`config.mk`:
```
export PLATFORM = sky130hd
export DESIGN_NAME = pll_nco_flat
export DESIGN_NICKNAME = d
export VERILOG_FILES = /design/src/rtl/pll_nco_if.sv /design/src/rtl/pll_nco.sv /design/src/flat_wrapper.sv
export SDC_FILE = /design/constraint.sdc
export NUM_CORES = 1
export LEC_CHECK = 0
export BUFFER_PORTS_ARGS = -buffer_cell sky130_fd_sc_hd__buf_2
export CORE_MARGIN = 2
export CORE_UTILIZATION = 25
export CTS_BUF_LIST = sky130_fd_sc_hd__clkbuf_2
export CTS_CLUSTER_DIAMETER = 60
export DETAILED_ROUTE_END_ITERATION = 10
export GPL_ROUTABILITY_DRIVEN = 0
export PLACE_DENSITY_LB_ADDON = 0.08
export SLEW_MARGIN = 5
export SYNTH_ARGS = -nofsm -noshare
export SYNTH_HDL_FRONTEND = slang
export SYNTH_SLANG_ARGS = --single-unit
```
`constraint.sdc`:
```
create_clock -name clk -period 3.03 [get_ports clk]
set_input_delay 0.606 -clock clk [delete_from_list [all_inputs] [get_ports clk]]
set_output_delay 0.606 -clock clk [all_outputs]
set_load 0.03 [all_outputs]
```
`src/rtl/pll_nco_if.sv`:
```
// pll_nco_if: control/observation bundle for the NCO stage.
//   en         - accumulator run enable (driven by master)
//   ctrl       - signed 16-bit loop-filter control word (driven by master)
//   fcw        - registered, clamped frequency control word
//   sat_hi/lo  - registered clamp flags
//   dco_out    - DCO square wave (accumulator MSB)
//   wrap_pulse - one-cycle pulse per accumulator overflow
//   fb_out     - divided feedback clock toward the phase detector
interface pll_nco_if #(
    parameter int ACC_W = 32
);
    logic                    en;
    logic signed [15:0]      ctrl;
    logic        [ACC_W-1:0] fcw;
    logic                    sat_hi;
    logic                    sat_lo;
    logic                    dco_out;
    logic                    wrap_pulse;
    logic                    fb_out;

    modport master (
        output en, ctrl,
        input  fcw, sat_hi, sat_lo, dco_out, wrap_pulse, fb_out
    );

    modport slave (
        input  en, ctrl,
        output fcw, sat_hi, sat_lo, dco_out, wrap_pulse, fb_out
    );
endinterface

```
`src/rtl/pll_nco.sv`:
```
// pll_nco: numerically controlled oscillator of the all-digital PLL.
// Takes the loop filter's signed control word, turns it into a clamped
// frequency control word (FCW), runs a phase accumulator and produces the
// DCO square wave plus a divided feedback clock.
// Ports:
//   clk   - system clock, rising edge
//   rst_n - asynchronous active-low reset
//   bus   - pll_nco_if.slave (en, ctrl in; fcw, sat_hi, sat_lo, dco_out,
//           wrap_pulse, fb_out out)
module pll_nco #(
    parameter int               ACC_W      = 32,
    parameter logic [ACC_W-1:0] FCW_NOM    = 32'h0800_0000,
    parameter int               GAIN_SHIFT = 13,
    parameter logic [ACC_W-1:0] FCW_MIN    = 32'h0400_0000,
    parameter logic [ACC_W-1:0] FCW_MAX    = 32'h1000_0000,
    parameter int               DIV_N      = 8
) (
    input  logic     clk,
    input  logic     rst_n,
    pll_nco_if.slave bus
);

    // Two guard bits above the accumulator width keep the signed sum of
    // the shifted control word and the nominal FCW free of overflow.
    localparam int UW      = ACC_W + 2;
    localparam int HALF    = DIV_N / 2;
    localparam int HC_W    = (HALF > 1) ? $clog2(HALF) : 1;
    localparam logic [HC_W-1:0] HC_LAST = HC_W'(HALF - 1);

    // ---------------------------------------------------------------
    // Stage 1: control word capture (runs regardless of en)
    // ---------------------------------------------------------------
    logic signed [15:0] ctrl_q;

    always_ff @(posedge clk or negedge rst_n) begin
        if (!rst_n) ctrl_q <= '0;
        else        ctrl_q <= bus.ctrl;
    end

    // ---------------------------------------------------------------
    // Stage 2: unclamped FCW, clamp and saturation flags
    // ---------------------------------------------------------------
    logic signed [UW-1:0] ctrl_ext;
    logic signed [UW-1:0] u_val;
    logic signed [UW-1:0] nom_s;
    logic signed [UW-1:0] min_s;
    logic signed [UW-1:0] max_s;
    logic                 over_max;
    logic                 under_min;
    logic [ACC_W-1:0]     fcw_nxt;

    assign ctrl_ext  = signed'({{(UW-16){ctrl_q[15]}}, ctrl_q});
    assign nom_s     = signed'({2'b00, FCW_NOM});
    assign min_s     = signed'({2'b00, FCW_MIN});
    assign max_s     = signed'({2'b00, FCW_MAX});
    assign u_val     = (ctrl_ext <<< GAIN_SHIFT) + nom_s;
    // Strict compares: landing exactly on a bound is not saturation.
    assign over_max  = (u_val > max_s);
    assign under_min = (u_val < min_s);

    always_comb begin
        fcw_nxt = u_val[ACC_W-1:0];
        if (over_max)       fcw_nxt = FCW_MAX;
        else if (under_min) fcw_nxt = FCW_MIN;
    end

    always_ff @(posedge clk or negedge rst_n) begin
        if (!rst_n) begin
            bus.fcw    <= FCW_NOM;
            bus.sat_hi <= 1'b0;
            bus.sat_lo <= 1'b0;
        end else begin
            bus.fcw    <= fcw_nxt;
            bus.sat_hi <= over_max;
            bus.sat_lo <= under_min;
        end
    end

    // ---------------------------------------------------------------
    // Phase accumulator. The add always uses the FCW already sitting in
    // the output register, so a ctrl change reaches the phase two edges
    // after it is applied.
    // ---------------------------------------------------------------
    logic [ACC_W-1:0] acc;
    logic [ACC_W-1:0] acc_nxt;
    logic             carry;

    always_comb begin
        {carry, acc_nxt} = {1'b0, acc} + {1'b0, bus.fcw};
        if (!bus.en) begin
            // Frozen phase: no advance and no overflow event.
            carry   = 1'b0;
            acc_nxt = acc;
        end
    end

    always_ff @(posedge clk or negedge rst_n) begin
        if (!rst_n) begin
            acc            <= '0;
            bus.wrap_pulse <= 1'b0;
        end else begin
            acc            <= acc_nxt;
            bus.wrap_pulse <= carry;
        end
    end

    assign bus.dco_out = acc[ACC_W-1];

    // ---------------------------------------------------------------
    // Feedback divider: toggle fb_out every DIV_N/2 wraps so a full
    // feedback period spans DIV_N wraps. Toggle lands on the same edge
    // that raises wrap_pulse.
    // ---------------------------------------------------------------
    logic [HC_W-1:0] half_cnt;

    always_ff @(posedge clk or negedge rst_n) begin
        if (!rst_n) begin
            half_cnt   <= '0;
            bus.fb_out <= 1'b0;
        end else if (carry) begin
            if (half_cnt == HC_LAST) begin
                half_cnt   <= '0;
                bus.fb_out <= ~bus.fb_out;
            end else begin
                half_cnt   <= half_cnt + 1'b1;
            end
        end
    end

endmodule

```
`src/flat_wrapper.sv`:
```
// flat-port wrapper written by rule: the top's interface ports become plain ports
module pll_nco_flat 
#(
    parameter int               ACC_W      = 32,
    parameter logic [ACC_W-1:0] FCW_NOM    = 32'h0800_0000,
    parameter int               GAIN_SHIFT = 13,
    parameter logic [ACC_W-1:0] FCW_MIN    = 32'h0400_0000,
    parameter logic [ACC_W-1:0] FCW_MAX    = 32'h1000_0000,
    parameter int               DIV_N      = 8
)
  (clk, rst_n, bus_en, bus_ctrl, bus_fcw, bus_sat_hi, bus_sat_lo, bus_dco_out, bus_wrap_pulse, bus_fb_out);
  pll_nco_if #(.ACC_W(ACC_W)) bus_i ();
  input  logic clk;
  input  logic rst_n;
  input wire logic [$bits(bus_i.en)-1:0] bus_en;
  input wire logic [$bits(bus_i.ctrl)-1:0] bus_ctrl;
  output wire logic [$bits(bus_i.fcw)-1:0] bus_fcw;
  output wire logic [$bits(bus_i.sat_hi)-1:0] bus_sat_hi;
  output wire logic [$bits(bus_i.sat_lo)-1:0] bus_sat_lo;
  output wire logic [$bits(bus_i.dco_out)-1:0] bus_dco_out;
  output wire logic [$bits(bus_i.wrap_pulse)-1:0] bus_wrap_pulse;
  output wire logic [$bits(bus_i.fb_out)-1:0] bus_fb_out;
  assign bus_i.en = bus_en;
  assign bus_i.ctrl = bus_ctrl;
  assign bus_fcw = bus_i.fcw;
  assign bus_sat_hi = bus_i.sat_hi;
  assign bus_sat_lo = bus_i.sat_lo;
  assign bus_dco_out = bus_i.dco_out;
  assign bus_wrap_pulse = bus_i.wrap_pulse;
  assign bus_fb_out = bus_i.fb_out;
  pll_nco #(.ACC_W(ACC_W), .FCW_NOM(FCW_NOM), .GAIN_SHIFT(GAIN_SHIFT), .FCW_MIN(FCW_MIN), .FCW_MAX(FCW_MAX), .DIV_N(DIV_N)) u_core (.clk(clk), .rst_n(rst_n), .bus(bus_i));
endmodule
```
==> results.json <==
{
  "final_cell_mix": "57 x dfrtp_1, 42 x buf_2, 24 x ha_1",
  "min_path_type": "in2async",
  "drive_gt1_share_pct": 25.6,
  "cts_hold_buffers": 0,
  "insertion_delay_ps": 500,
  "startpoint": "u_core.bus.fcw[14]",
  "slowest_delay_ps": 450,
  "grt_pass1_wl_um": 11000,
  "htreeDepth": 3,
  "synth_cell_types": 53,
  "slew_violations": 0,
  "cts_inserted_buffers": 9,
  "synth_edf_count": 0,
  "status": "completed",
  "tns_ps": 0,
  "core_area_sq_um": 12000,
  "pwr-share-clk_pct": 16.9,
  "setup-violations-final": 0,
  "path_cells": "ha_1 > a211oi_1 > o211ai_2 > a31oi_4 > a2111oi_4 > o21ai_2 > mux2_1",
  "grt_pass1_vias": 2113,
  "swShare_pct": 41.4,
  "cp_data_arrival_time_ps": 2850,
  "synth_top_area_share_pct": 46.7,
  "dominantRegCellSynth": "dfrtp_1",
  "grt-ovfl-total": 0,
  "floorplan.die_area_sq_um": 13100,
  "critPathMaxFanout": 5,
  "seq_area_frac_synth_pct": 47.5,
  "avgSynthCellArea_sq_um": 11.4,
  "relSlewSlack_pct": 49.2,
  "worstMarginPinSlew_ps": 762,
  "p_int_mw": 1.74,
  "drt_iter0_drc": 72,
  "num_antenna_cells": 0,
  "required_ps": 3410,
  "critPathCaptureType": "register",
  "io_buffers": 42,
  "peakVddDrop_v": 0.000226,
  "path_class": "reg2reg",
  "cp_slowest_cell": "dfrtp_1",
  "syn2layout_area_growth_pct": 13.9,
  "routed_wirelength_um": 6710,
  "synth_area_leaders": "dfrtp_1 47%, ha_1 9.8%, mux2_2 4.8%, buf_4 3.7%, and2_1 2.9%",
  "antenna_left": 0,
  "die_w_um": 115,
  "path_clk_slew_ps": 190,
  "initial_utilization_pct": 25.6,
  "reg2reg_slack_ps": 560,
  "finClkSkew_ps": 24.3,
  "r2r-end": "u_core.half_cnt[0]",
  "cts_root_buffer": "clkbuf_2",
  "layout_commonest_cell": "dfrtp_1",
  "die_h_um": 115,
  "fin_crit_ps": 2470,
  "ys_async_sr_fraction_pct": 100,
  "path_buf_inv": 0,
  "num_io_pins": 56,
  "antenna_found_initial": 0,
  "p_sw_mw": 1.23,
  "synthesis.area_sq_um": 3060,
  "yosys.area.top_type": "dfrtp_1",
  "tritoncts": "done",
  "clockBufferDepth": 2,
  "maxCapViolations": 0,
  "critPathTopFamily": "compound AO/OA/AOI/OAI gates",
  "firstDrtPassIters": 4,
  "drcViolationCount": 0,
  "ff2ff_path_depth": 7,
  "cts.sinks": 58,
  "rsz0062_at_grt": "false",
  "syn_inst": 269,
  "cts_resized": 0,
  "post_drt_via_cell_ratio": 4.39,
  "r2r_start": "u_core.bus.fcw[14]",
  "dp_hpwl_um": 4860,
  "final_util_pct": 29.1,
  "nets": 359,
  "startpoint_type": "register",
  "rows": 40,
  "min_period_over_period_pct": 81.4,
  "sequentialPowerShare_pct": 35.8,
  "avgRoutedWirePerCell_um": 14.4,
  "p_per_area_nw_per_um2": 854,
  "finalHoldViolCount": 0,
  "total_leakage_power_nw": 1.66,
  "p_comb_share_pct": 47.3,
  "ys_seq_elements": 58,
  "yosys_warnings": 0,
  "track_usage_pct": 11.1,
  "cts_setup_buffers": 0,
  "grt_max_degree": 59,
  "vias": 2049,
  "fmax_mhz": 405
}
power by group through the flow:
stage	combinational [mW]	sequential, mW	clock (mW)
2_1_floorplan	1.06	1.13	0
3_5_place_dp	1.41	1.08	0
3_3_place_gp	1.42	1.08	0
4_1_cts	1.42	1.07	0.535
5_1_grt	1.58	1.09	0.567
6_report	1.41	1.07	0.503
state kept, by name, summed over array words and instances, names as in the netlist:
register,count
u_core.acc,19
u_core.bus.fb_out,1
u_core.ctrl_q,16
u_core.bus.wrap_pulse,1
u_core.bus.sat_lo,1
u_core.half_cnt,2
u_core.bus.sat_hi,1
u_core.bus.fcw,17
through the flow:
step / instances / hold WS, ps / power, mW / cell area [sq um] / worst slack [ps]
2_1_floorplan: 282 / 310 / 2.19 / 3110 / 664
3_3_place_gp: 451 / 452 / 2.50 / 3370 / 520
3_5_place_dp: 451 / 456 / 2.49 / 3370 / 546
4_1_cts: 467 / 145 / 3.02 / 3480 / 504
5_1_grt: 467 / 139 / 3.24 / 3480 / 386
6_report: 467 / 205 / 2.98 / 3480 / 563
synthesized netlist by cell type, types with 4 or more instances:
| cell type | n |
|---|---|
| xnor2_1 | 7 |
| mux2_2 | 13 |
| a21oi_1 | 11 |
| and2_1 | 14 |
| a21o_1 | 6 |
| o21ai_0 | 7 |
| nor2_1 | 14 |
| xor2_1 | 6 |
| buf_4 | 15 |
| a211oi_1 | 4 |
| inv_1 | 15 |
| dfrtp_1 | 57 |
| nand2_1 | 14 |
| ha_1 | 24 |
metal layers:
| metal | vias up | routed length [um] | track usage, % |
|---|---|---|---|
| met5 | - | 0 | 0 |
| met4 | 0 | 107 | 5.04 |
| met3 | 8 | 277 | 3.02 |
| met2 | 50 | 2880 | 16.1 |
| met1 | 970 | 3450 | 15.2 |
| li1 | 1021 | - | - |
logic make-up (layout without fill, tap and decap cells):
| kind of cell | count (synthesis) | count (layout) | share of synthesized area, % |
|---|---|---|---|
| muxes | 17 | 17 | 6.18 |
| and+or+nand+nor | 55 | 55 | 8.88 |
| DFF | 58 | 58 | 47.5 |
| buffers and inverters | 37 | 75 | 6.43 |
| adders and majority gates | 25 | 25 | 10.5 |
| xor gates and xnor gates | 13 | 13 | 3.72 |
| other | 1 | 14 | 0.123 |
| AOI/OAI and AO/OA | 63 | 63 | 16.7 |
area by class of cell:
type	instances	area, sq um
fill	1236	8480
timing repair buffer	44	225
clock inverter	6	57.6
clock buffer	10	50.0
tap	147	184
multi-input combinational	187	1460
sequential	58	1450
inverter	15	56.3
worst max-delay path by stage:
stage / to / slack [ps] / cells past startpoint
final: u_core.half_cnt[0] / 560 / 7
after global routing: u_core.half_cnt[1] / 390 / 7
after floorplan: u_core.acc[23] / 660 / 9
after CTS: u_core.half_cnt[1] / 500 / 7
after global placement: u_core.half_cnt[1] / 520 / 7
after detailed placement: u_core.half_cnt[1] / 550 / 7
(Power assumes the default switching activity.)
